File: src/rtl/ibuf_pkg.sv
// Types and default latencies shared by the instruction buffer, its
// execute unit and the buffer monitor.
package ibuf_pkg;

  typedef enum logic {
    IDLE = 1'b0,
    EXEC = 1'b1
  } exec_state_t;

  localparam int DEF_LONG_LAT  = 4;
  localparam int DEF_SHORT_LAT = 1;

  // Wide enough for the largest legal long latency (15).
  localparam int REM_W = 4;

endpackage

File: src/rtl/exec_lat_ctr.sv
// Remaining-cycles down-counter for the execute unit: loads a latency on
// accept and counts down once per busy edge, stopping at zero.
module exec_lat_ctr
  import ibuf_pkg::*;
#(
  parameter int W = REM_W
) (
  input  logic         clk,
  input  logic         reset,
  input  logic         load,
  input  logic [W-1:0] load_val,
  input  logic         dec,
  output logic [W-1:0] rem
);

  logic [W-1:0] rem_q;
  logic [W-1:0] rem_d;

  always_comb begin
    rem_d = rem_q;
    if (load) begin
      rem_d = load_val;
    end else if (dec && (rem_q != '0)) begin
      rem_d = rem_q - 1'b1;
    end
  end

  always_ff @(posedge clk) begin
    if (reset) begin
      rem_q <= '0;
    end else begin
      rem_q <= rem_d;
    end
  end

  assign rem = rem_q;

endmodule

File: src/rtl/ibuf_exec_unit.sv
// Single-slot execute unit fed by the instruction buffer: accepts one
// instruction at a time, holds it for its latency, then pulses retire.
module ibuf_exec_unit
  import ibuf_pkg::*;
#(
  parameter int LONG_LAT  = DEF_LONG_LAT,
  parameter int SHORT_LAT = DEF_SHORT_LAT,
  parameter int INSTR_W   = 32,
  parameter int CNT_W     = 16
) (
  input  logic               clk,
  input  logic               reset,
  input  logic               issue_valid,
  input  logic [INSTR_W-1:0] issue_instr,
  input  logic               issue_is_long,
  output logic               issue_ready,
  output logic               exec_busy,
  output logic               exec_will_free_next,
  output logic               retire_valid,
  output logic [INSTR_W-1:0] retire_instr,
  output logic [CNT_W-1:0]   retire_count,
  output logic               protocol_err
);

  exec_state_t        state_q, state_d;
  logic [INSTR_W-1:0] instr_q, instr_d;
  logic               retire_valid_q, retire_valid_d;
  logic [INSTR_W-1:0] retire_instr_q, retire_instr_d;
  logic [CNT_W-1:0]   retire_count_q, retire_count_d;
  logic               protocol_err_q, protocol_err_d;

  logic [REM_W-1:0]   rem;
  logic [REM_W-1:0]   rem_load;
  logic               accept;
  logic               rem_dec;

  assign accept   = issue_valid & issue_ready;
  assign rem_load = issue_is_long ? REM_W'(LONG_LAT) : REM_W'(SHORT_LAT);
  assign rem_dec  = exec_busy & ~accept;

  exec_lat_ctr #(
    .W(REM_W)
  ) u_lat_ctr (
    .clk      (clk),
    .reset    (reset),
    .load     (accept),
    .load_val (rem_load),
    .dec      (rem_dec),
    .rem      (rem)
  );

  // State register
  always_ff @(posedge clk) begin
    if (reset) begin
      state_q <= IDLE;
    end else begin
      state_q <= state_d;
    end
  end

  // Next state: an accept always (re)enters EXEC, even in the last busy cycle.
  always_comb begin
    state_d = state_q;
    case (state_q)
      IDLE: begin
        if (accept) begin
          state_d = EXEC;
        end
      end
      EXEC: begin
        if (!accept && exec_will_free_next) begin
          state_d = IDLE;
        end
      end
      default: state_d = IDLE;
    endcase
  end

  // State-derived outputs
  always_comb begin
    exec_busy           = (state_q == EXEC);
    exec_will_free_next = exec_busy && (rem == REM_W'(1));
    issue_ready         = ~exec_busy | exec_will_free_next;
  end

  // Datapath: latched word, retire pulse, saturating count, sticky error.
  always_comb begin
    instr_d        = accept ? issue_instr : instr_q;
    retire_valid_d = exec_will_free_next;
    retire_instr_d = exec_will_free_next ? instr_q : retire_instr_q;
    retire_count_d = retire_count_q;
    if (exec_will_free_next && (retire_count_q != {CNT_W{1'b1}})) begin
      retire_count_d = retire_count_q + 1'b1;
    end
    protocol_err_d = protocol_err_q | (issue_valid & ~issue_ready);
  end

  always_ff @(posedge clk) begin
    if (reset) begin
      instr_q        <= '0;
      retire_valid_q <= 1'b0;
      retire_instr_q <= '0;
      retire_count_q <= '0;
      protocol_err_q <= 1'b0;
    end else begin
      instr_q        <= instr_d;
      retire_valid_q <= retire_valid_d;
      retire_instr_q <= retire_instr_d;
      retire_count_q <= retire_count_d;
      protocol_err_q <= protocol_err_d;
    end
  end

  assign retire_valid = retire_valid_q;
  assign retire_instr = retire_instr_q;
  assign retire_count = retire_count_q;
  assign protocol_err = protocol_err_q;

endmodule
File: config.mk
export PLATFORM = sky130hd
export DESIGN_NAME = ibuf_exec_unit
export DESIGN_NICKNAME = d
export VERILOG_FILES = /design/src/rtl/ibuf_pkg.sv /design/src/rtl/exec_lat_ctr.sv /design/src/rtl/ibuf_exec_unit.sv
export SDC_FILE = /design/constraint.sdc
export NUM_CORES = 1
export LEC_CHECK = 0
export ABC_AREA = 0
export BUFFER_PORTS_ARGS = -buffer_cell sky130_fd_sc_hd__buf_2
export CAP_MARGIN = 20
export CORE_MARGIN = 3
export CORE_UTILIZATION = 47
export DETAILED_ROUTE_END_ITERATION = 16
export GPL_ROUTABILITY_DRIVEN = 0
export PLACE_DENSITY = 0.74
export SETUP_SLACK_MARGIN = 0.02
export SLEW_MARGIN = 20
export SYNTH_ARGS = -nofsm -noshare
export SYNTH_HDL_FRONTEND = slang
export SYNTH_SLANG_ARGS = --single-unit
File: constraint.sdc
create_clock -name clk -period 1.65 [get_ports clk]
set_input_delay 0.33 -clock clk [delete_from_list [all_inputs] [get_ports clk]]
set_output_delay 0.33 -clock clk [all_outputs]
set_load 0.05 [all_outputs]
==> results by group, run 1 <==
Synth
  – Post-synthesis sequential area ratio: 51.5%
  – Syn nets: 453
  – Distinct cells, synth: between 40 and 50
  – Asr flop ratio synth: 0%
  – Cell Area, Synth: 0.00338 mm^2
  – Yosys warns: 0
  – Synth Register Bits: 87
  – Syn Inst Count: 413
  – Syn avg cell area: ~8 um^2
  – Synth Flop Type: dfxtp_1
  – EDFF count, synth: 0

Timing
  – Fin crit share: 116%
  – Final setup margin: -0.257 ns
  – Final min period: 1.91 ns
  – RSZ-0062 raised after global routing: yes
  – Final setup violating endpoints: 45
  – Max_slew headroom: 65.5%
  – Max Clk Rate: 0.524 GHz
  – Hold Violations, Final: 0
  – Final Slew Violations: 0
  – Setup_tns: -6.52 ns
  – Clock Skew: 0.0108 ns
  – Worst Tran Pin Value: roughly 0.5 ns
  – Hold_ws: 0.205 ns

Global route
  – Busiest grt layer: met2
  – Vias in the first global route: 3151
  – All-Layer GR Usage: 21.0%
  – Initial antenna violation count: 1
  – First-pass GRT wire length: 14400 um
  – Largest net degree at the start of global routing: 37
  – Grt met3 use: 4.83%
  – Met2 GRT Util: a little over a third
  – Gr ovfl total: 0
  – GR Util met1: 25.8%

Cells and area
  – Layout area overhead: 52.4%
  – Layout cells sized above 1: a little under half
  – Core Util, Final: ~75%
  – N_diodes: 0
  – Layout net count: 583

Clocking
  – Clk Latency, worst-skew pair: approximately 0.35 ns
  – CTS Buf Count: 9
  – CTS Buffer Depth: 2
  – CTS Sinks: 87
  – CTS tree: done
  – Clock root buffer: clkbuf_8
  – CTS clock-pin slew for the worst setup and hold paths: 0.09 ns
  – H-Tree Depth: 3

Die
  – Core area: between 0.006 and 0.007 mm^2
  – DIE AREA: 0.00826 mm^2
  – Row count: 30
  – # IOs: 89
  – Die X: approximately 90 um
  – Initial core utilization: about 50%
  – Die height: 90.9 um

Detailed routing
  – DR vias: 3382
  – Antenna-violating nets left: 0
  – Initial DRC count: approximately 130
  – Vias per cell: 5.25
  – 1st-pass router iterations: 4
  – Post-Route WL: 9650 um
  – DRC Markers: 0
  – Wire per inst: 15.0 um

Pwr
  – Cell leakage power: 2.18 nW
  – Max VDD drop: 0.580 mV
  – PwrDens: between 800 and 900 mW/mm^2
  – Final Total Pwr: 4.50 mW

Job
  – Maxcap violations: 0

Setup path
  – Critical path type: flip-flop to flip-flop
  – Critical Path AT: 2.19 ns
  – Crit. End Element: flip-flop
  – WP data required: 1.93 ns
  – CP max FO: 6
  – CP Launch Type: flip-flop

Min path
  – Min-delay worst type: input pin to flip-flop

Outcome
  – Failing checks: setup timing
  – Outcome: finished, violations left

Place
  – Final HPWL DP: 5730 um
  – Port Buf Inserts: 88
  – Setup Slack @ Placement: -0.118 ns
[synthesized netlist by cell type (all sizes together) (4+ instances only)]
master  number  area, um^2
a21oi       77         385
buf          9        47.5
clkbuf      18        67.6
dfxtp       87        1740
ha           4        50.1
inv          5        18.8
nand2      134         503
nand3        6        30.0
nand4        6        50.0
nor2        14        52.6
nor3         4        20.0
o21ai        5        25.0
or3          4        25.0
[routing by layer]
metal  share of wire (%)  wire length, um
met1                  44             4250
met2                  49             4750
met3                 4.5              438
met4                 2.2              210
met5               0.073                7
[what timing repair did]
item,CTS,global route
gates resized for setup,15,91
buffers inserted,6,8
hold buffers,0,0
pin swaps,6,51
cloned,0,6
setup endpoints to repair,70,53
[sequential cells by signal (all words and copies together) (netlist names)]
| register | count |
|---|---|
| retire_count | 16 |
| exec_busy | 1 |
| retire_valid | 1 |
| protocol_err | 1 |
| retire_instr | 32 |
| u_lat_ctr.rem | 4 |
| instr_q | 32 |
[kinds of logic (layout without fill, tap and decap cells)]
kind of cell    after synthesis  after routing  share of synthesized area [%]
compound gates               95             95                           15.9
xor+xnor                      5              5                           1.29
fa+ha+maj                     4              4                           1.48
buf+inv                      32            167                           3.96
flops                        87             87                           51.5
mux                           4              4                           1.26
simple gates                186            186                           24.6
[metrics by stage]
step	instance area, um^2	cells
global route	5160	644
CTS	4610	630
floorplan	3580	413
global placement	4290	608
finish	5160	644
detailed placement	4290	608
[worst paths after layout]
kind                                          to  slack, ns  cells after the start             start
worst min-delay path                  instr_q[5]       0.21                      3    issue_instr[5]
worst min register to register  retire_instr[27]       0.45                      2       instr_q[27]
worst max register to register       instr_q[20]      -0.26                      9  u_lat_ctr.rem[1]
worst max-delay path                 instr_q[20]      -0.26                      9  u_lat_ctr.rem[1]
[worst max-delay path, cell delays in order (launching register included)]
cell and delay, ns:
dfxtp_2 0.33, inv_2 0.06, ha_4 0.14, or3b_4 0.40, buf_6 0.14, a21boi_4 0.21
buf_12 0.17, clkbuf_16 0.18, nand2_4 0.06, a21oi_2 0.15
[report_power, final]
part,switching [mW],internal (mW)
clock,0.785,0.763
combinational,0.428,0.329
sequential,0.0434,2.16
total,1.26,3.25
[cell type report]
class                      instances  area, um^2
multi-input combinational        294        1960
sequential                        87        1800
fill                             515        1750
timing repair buffer             146        1050
clock buffer                      10         138
tap                               96         120
clock inverter                     6        73.8
inverter                           5        21.3
[layout by cell type (no fill, tap or decap), types with 3 or more instances in the layout]
| master | count |
|---|---|
| nand4_1 | 4 |
| inv_1 | 3 |
| buf_4 | 42 |
| nor2_1 | 13 |
| o21ai_0 | 4 |
| clkbuf_16 | 3 |
| buf_12 | 5 |
| nor3_1 | 3 |
| buf_2 | 86 |
| a21oi_2 | 30 |
| buf_8 | 4 |
| nand3_1 | 5 |
| dfxtp_1 | 68 |
| buf_6 | 6 |
| a21oi_1 | 47 |
| nand2_1 | 112 |
| nand2_2 | 3 |
| dfxtp_2 | 5 |
| dfxtp_4 | 14 |
| clkbuf_8 | 10 |
| nand2_4 | 19 |
Power figures use the tool's default switching activity.
==> run 2: changes to the inputs <==
--- a/config.mk
+++ b/config.mk
@@ -8,6 +8,7 @@
 export ABC_AREA = 0
 export BUFFER_PORTS_ARGS = -buffer_cell sky130_fd_sc_hd__buf_2
 export CAP_MARGIN = 20
+export CORE_ASPECT_RATIO = 1.2
 export CORE_MARGIN = 3
 export CORE_UTILIZATION = 47
 export DETAILED_ROUTE_END_ITERATION = 16
==> run 2 against run 1 <==
Effect of this change:
- clock-buffer cell count rose by 1
- global-route usage is 0.11 points higher
- final cell count is 1.7% lower
- the run still ends with setup timing left
==> results by group, run 2 (synthesis gave the netlist of run 1 again) <==
Global route
  – Vias in the first global route: 3172
  – All-Layer GR Usage: about a fifth
  – First-pass GRT wire length: about 14000 um
  – Gr ovfl total: 0
  – Largest net degree at the start of global routing: 28
  – Initial antenna violation count: 0

Place
  – Final HPWL DP: 6020 um
  – Port Buf Inserts: 88
  – Dpl cells: ~600
  – Setup Slack @ Placement: -0.126 ns

Clocking
  – CTS clock-pin slew for the worst setup and hold paths: 0.09 ns
  – H-Tree Depth: 3
  – CTS Sinks: just under 90
  – Clk Latency, worst-skew pair: about 0.35 ns
  – CTS Buf Count: 9
  – Number of hold buffers added after CTS: 0
  – Clock root buffer: clkbuf_8
  – CTS tree: done
  – CTS Buffer Depth: 2

Cells and area
  – Footprint of the multi-input gates: 0.00176 mm^2
  – # fillers: 523
  – Commonest non-fill, non-tap cell in the layout: nand2_1
  – N_diodes: 0
  – Layout area overhead: 45.6%
  – Reg area: 0.00180 mm^2
  – Cell Count, Final, Fillers Out: 633
  – Layout cells sized above 1: a little over 40%
  – Most frequent cells in the layout: nand2_1, buf_2, dfxtp_1, a21oi_1, buf_4
  – Layout net count: 581

Timing
  – Worst Tran Pin Value: 0.524 ns
  – Final setup violating endpoints: 43
  – Final Slew Violations: 0
  – Max_slew headroom: 65.1%
  – Fin crit share: 112%
  – RSZ-0062 raised after global routing: yes
  – Max Clk Rate: approximately 0.54 GHz
  – Clock Skew: 0.00958 ns
  – Final setup margin: -0.192 ns
  – Final min period: around 1.8 ns
  – Setup_tns: -5.68 ns
  – Hold_ws: 0.205 ns
  – Hold Violations, Final: 0

Setup path
  – CP max FO: 6
  – CP Launch Type: flip-flop
  – FF-to-FF setup slack: -0.19 ns
  – Critical Path AT: between 2 and 2.5 ns
  – Crit. End Element: flip-flop
  – Critical path type: flip-flop to flip-flop
  – WP data required: 1.93 ns

Die
  – # IOs: 89
  – Initial core utilization: 49.1%
  – Core area: 0.00690 mm^2
  – Die height: 99.0 um
  – DIE AREA: 0.00826 mm^2
  – Row count: 33
  – Die X: 83.5 um

Min path
  – Min-delay worst type: input pin to flip-flop

Detailed routing
  – Vias per cell: 5.34
  – DR vias: 3380
  – Wire per inst: 15.1 um
  – Initial DRC count: ~150
  – 1st-pass router iterations: 5
  – DRC Markers: 0
  – Post-Route WL: 9540 um
  – Antenna-violating nets left: 0

Pwr
  – Max VDD drop: 0.630 mV
  – PwrDens: between 900 and 1000 mW/mm^2
  – Cell leakage power: 2.09 nW

Outcome
  – Outcome: finished, violations left
  – Failing checks: setup timing

Job
  – Maxcap violations: 0
run 2: layout make-up:
class	instances	share of cell area [%]
multi-input cells	294	35.8
clock buffers	11	3.30
inverters	5	0.432
repair buffers	144	20.0
well taps	87	2.21
flip-flops and latches	87	36.5
clock inverters	5	1.73
run 2: stage by stage:
stage                     power, mW  cell area [um^2]  utilization, %
after floorplan                2.59              3580               -
after global placement         2.73              4250            61.6
after detailed placement       2.75              4250            61.6
after CTS                      4.55              4690            68.0
after global routing           4.78              4930            71.5
final                          4.60              4930            71.5
run 2: layer usage:
| metal | share of wire (%) | GRT usage [%] |
|---|---|---|
| met4 | 2.4 | 9.78 |
| met3 | 6.6 | 5.35 |
| met5 | 0 | 0 |
| met2 | 52 | 36.2 |
| met1 | 40 | 24.8 |
run 2: report_power, final:
group	switching, mW	internal [mW]
Combinational	0.357	0.281
Clock	0.769	0.994
Sequential	0.0454	2.16
run 2: what timing repair did:
item	CTS	global route
buffers inserted	8	10
endpoints found under the setup margin	60	51
gates cloned	0	3
pin swaps	11	7
resized for setup	27	24
hold endpoints to repair	0	0
run 2: path summary, 6_finish.rpt:
kind / from / cells past startpoint / end
max: u_lat_ctr.rem[1] / 9 / instr_q[13]
min: issue_instr[6] / 3 / instr_q[6]
max reg2reg: u_lat_ctr.rem[1] / 9 / instr_q[13]
min reg2reg: instr_q[8] / 2 / retire_instr[8]
run 2: worst max-delay path: stages (launching register included):
cell,delay [ns]
dfxtp_2,0.33
inv_2,0.07
ha_4,0.14
or3b_4,0.40
buf_4,0.17
a21boi_4,0.16
buf_6,0.17
buf_12,0.12
nand2_1,0.08
a21oi_2,0.14
==> run 3: changes to the inputs <==
--- a/config.mk
+++ b/config.mk
@@ -9,12 +9,13 @@
 export BUFFER_PORTS_ARGS = -buffer_cell sky130_fd_sc_hd__buf_2
 export CAP_MARGIN = 20
 export CORE_ASPECT_RATIO = 1.2
-export CORE_MARGIN = 3
+export CORE_MARGIN = 10
 export CORE_UTILIZATION = 47
 export DETAILED_ROUTE_END_ITERATION = 16
 export GPL_ROUTABILITY_DRIVEN = 0
 export PLACE_DENSITY = 0.74
 export SETUP_SLACK_MARGIN = 0.02
+export SKIP_LAST_GASP = 1
 export SLEW_MARGIN = 20
 export SYNTH_ARGS = -nofsm -noshare
 export SYNTH_HDL_FRONTEND = slang
==> run 3 against run 2 <==
Effect of this change:
- wire length increased by 10%
- the run still ends with setup timing left
- non-clock buffer count decreased by 4
- global-route usage is 4.4 points lower
- largest cell class is now multi-input combinational cells
- die area increased by 33%
==> results by group, run 3 (synthesis gave the netlist of run 1 again) <==
Detailed routing
  – 1st-pass router iterations: 4
  – Post-Route WL: roughly 11000 um
  – Wire per inst: about 17 um
  – DRC Markers: 0
  – Vias per cell: 5.36
  – Antenna-violating nets left: 0
  – DR vias: between 3000 and 4000
  – Initial DRC count: approximately 150

Setup path
  – CP Launch Type: flip-flop
  – Reg2Reg Depth: 9
  – Max incr delay on CP: 0.40 ns
  – CP max FO: 2
  – Critical path type: flip-flop to output port
  – Critical Path AT: between 1.5 and 2 ns
  – Critical path, cell by cell: inv_2, ha_4, or3b_4, nand2_2, buf_8
  – WP data required: 1.32 ns
  – Crit. End Element: output port
  – Slowest-stage cell, CP: or3b_4

Timing
  – Final min period: 1.86 ns
  – Max_slew headroom: between 60% and 70%
  – Final setup violating endpoints: 46
  – Hold Violations, Final: 0
  – Fin crit share: 113%
  – Max Clk Rate: 0.537 GHz
  – RSZ-0062 raised after global routing: yes
  – Final setup margin: -0.212 ns
  – Clock Skew: 0.0109 ns
  – Worst Tran Pin Value: 0.546 ns
  – Final Slew Violations: 0
  – Setup_tns: -5.69 ns

Cells and area
  – Layout net count: 577
  – Most frequent cells in the layout: nand2_1, buf_2, dfxtp_1, a21oi_1, buf_4
  – Layout cells sized above 1: 47.2%
  – Layout area overhead: 50.6%
  – Commonest non-fill, non-tap cell in the layout: nand2_1
  – N_diodes: 0
  – # fillers: 527

Min path
  – Worst hold stages: 3
  – Min-delay worst type: input pin to flip-flop

Pwr
  – PwrDens: 866 mW/mm^2
  – Max VDD drop: 0.599 mV
  – Clock power frac: between 30% and 40%
  – Sw Share: 29.1%
  – Internal power: about 3.1 mW
  – Cell leakage power: 2.17 nW
  – Psw: around 1.3 mW
  – Comb pwr share: 16.8%
  – Sequential Power Share: 49.8%

Place
  – Final HPWL DP: 6690 um
  – Port Buf Inserts: slightly below 90
  – Setup Slack @ Placement: -0.156 ns

Job
  – Maxcap violations: 0

Global route
  – Initial antenna violation count: 0
  – All-Layer GR Usage: 16.7%
  – First-pass GRT wire length: approximately 16000 um
  – Vias in the first global route: 3409
  – Gr ovfl total: 0
  – Largest net degree at the start of global routing: 34

Die
  – # IOs: 89
  – Die X: 97.5 um
  – Row count: 33
  – Die height: 113 um
  – Initial core utilization: 48.8%
  – DIE AREA: 0.0110 mm^2
  – Core area: around 0.007 mm^2

Clocking
  – CTS clock-pin slew for the worst setup and hold paths: about 0.090 ns
  – Number of hold buffers added after CTS: 0
  – CTS Buffer Depth: 2
  – Clock root buffer: clkbuf_8
  – CTS tree: done
  – Clk Latency, worst-skew pair: 0.36 ns
  – CTS Sinks: 87
  – CTS Buf Count: 9
  – H-Tree Depth: 3

Outcome
  – Outcome: finished, violations left
  – Failing checks: setup timing
==> run 3: final timing paths <==
kind,from,to,slack [ns]
worst max-delay path,u_lat_ctr.rem[1],issue_ready,-0.21
worst min-delay path,issue_instr[15],instr_q[15],0.20
worst max register to register,u_lat_ctr.rem[1],instr_q[20],-0.20
worst min register to register,retire_instr[0],retire_instr[0],0.45
==> run 3: repair_timing <==
| item | in CTS | in global routing |
|---|---|---|
| setup endpoints to repair | 71 | 53 |
| cloned | 0 | 3 |
| setup buffers | 8 | 5 |
| resized for setup | 16 | 96 |
| pin swaps | 10 | 54 |
==> run 3: per-stage QoR <==
step                      area (um^2)  hold slack (ns)  std cells  power [mW]  utilization (%)
after floorplan                  3580            0.432        413        2.59                -
after global placement           4280            0.437        598        2.74             61.7
final                            5100            0.195        629        4.41             73.5
after detailed placement         4280            0.443        598        2.76             61.7
after CTS                        4630            0.187        622        4.25             66.8
after global routing             5100            0.189        629        4.59             73.5
==> run 3: layer usage <==
metal / routed length (um) / part of all wire (%) / track usage, %
met1: 4230 / 40 / 18.4
met2: 5530 / 53 / 29.3
met3: 580 / 5.5 / 4.50
met4: 170 / 1.6 / 7.86
met5: 0 / 0 / 0
==> run 3: critical path, delay by kind of cell, from the launching register on <==
family        cells  cell delay, ns
fa+ha+maj         1            0.14
flops             1            0.33
buf+inv           2            0.21
simple gates      2            0.48
==> run 3: area by class of cell <==
class	count	area, um^2	area share, %
Sequential cell	87	1800	35.3
Clock inverter	6	48.8	0.957
Clock buffer	10	149	2.92
Multi-Input combinational cell	294	1970	38.7
Tap cell	87	109	2.13
Timing Repair Buffer	140	1000	19.6
Inverter	5	21.3	0.417
==> run 3: power by group through the flow <==
stage                     logic [mW]  registers (mW)  clock network [mW]
after floorplan                0.288            2.30                   0
after global placement         0.501            2.24                   0
after detailed placement       0.513            2.25                   0
after CTS                      0.555            2.20                1.50
after global routing           0.795            2.21                1.58
final                          0.743            2.20                1.47
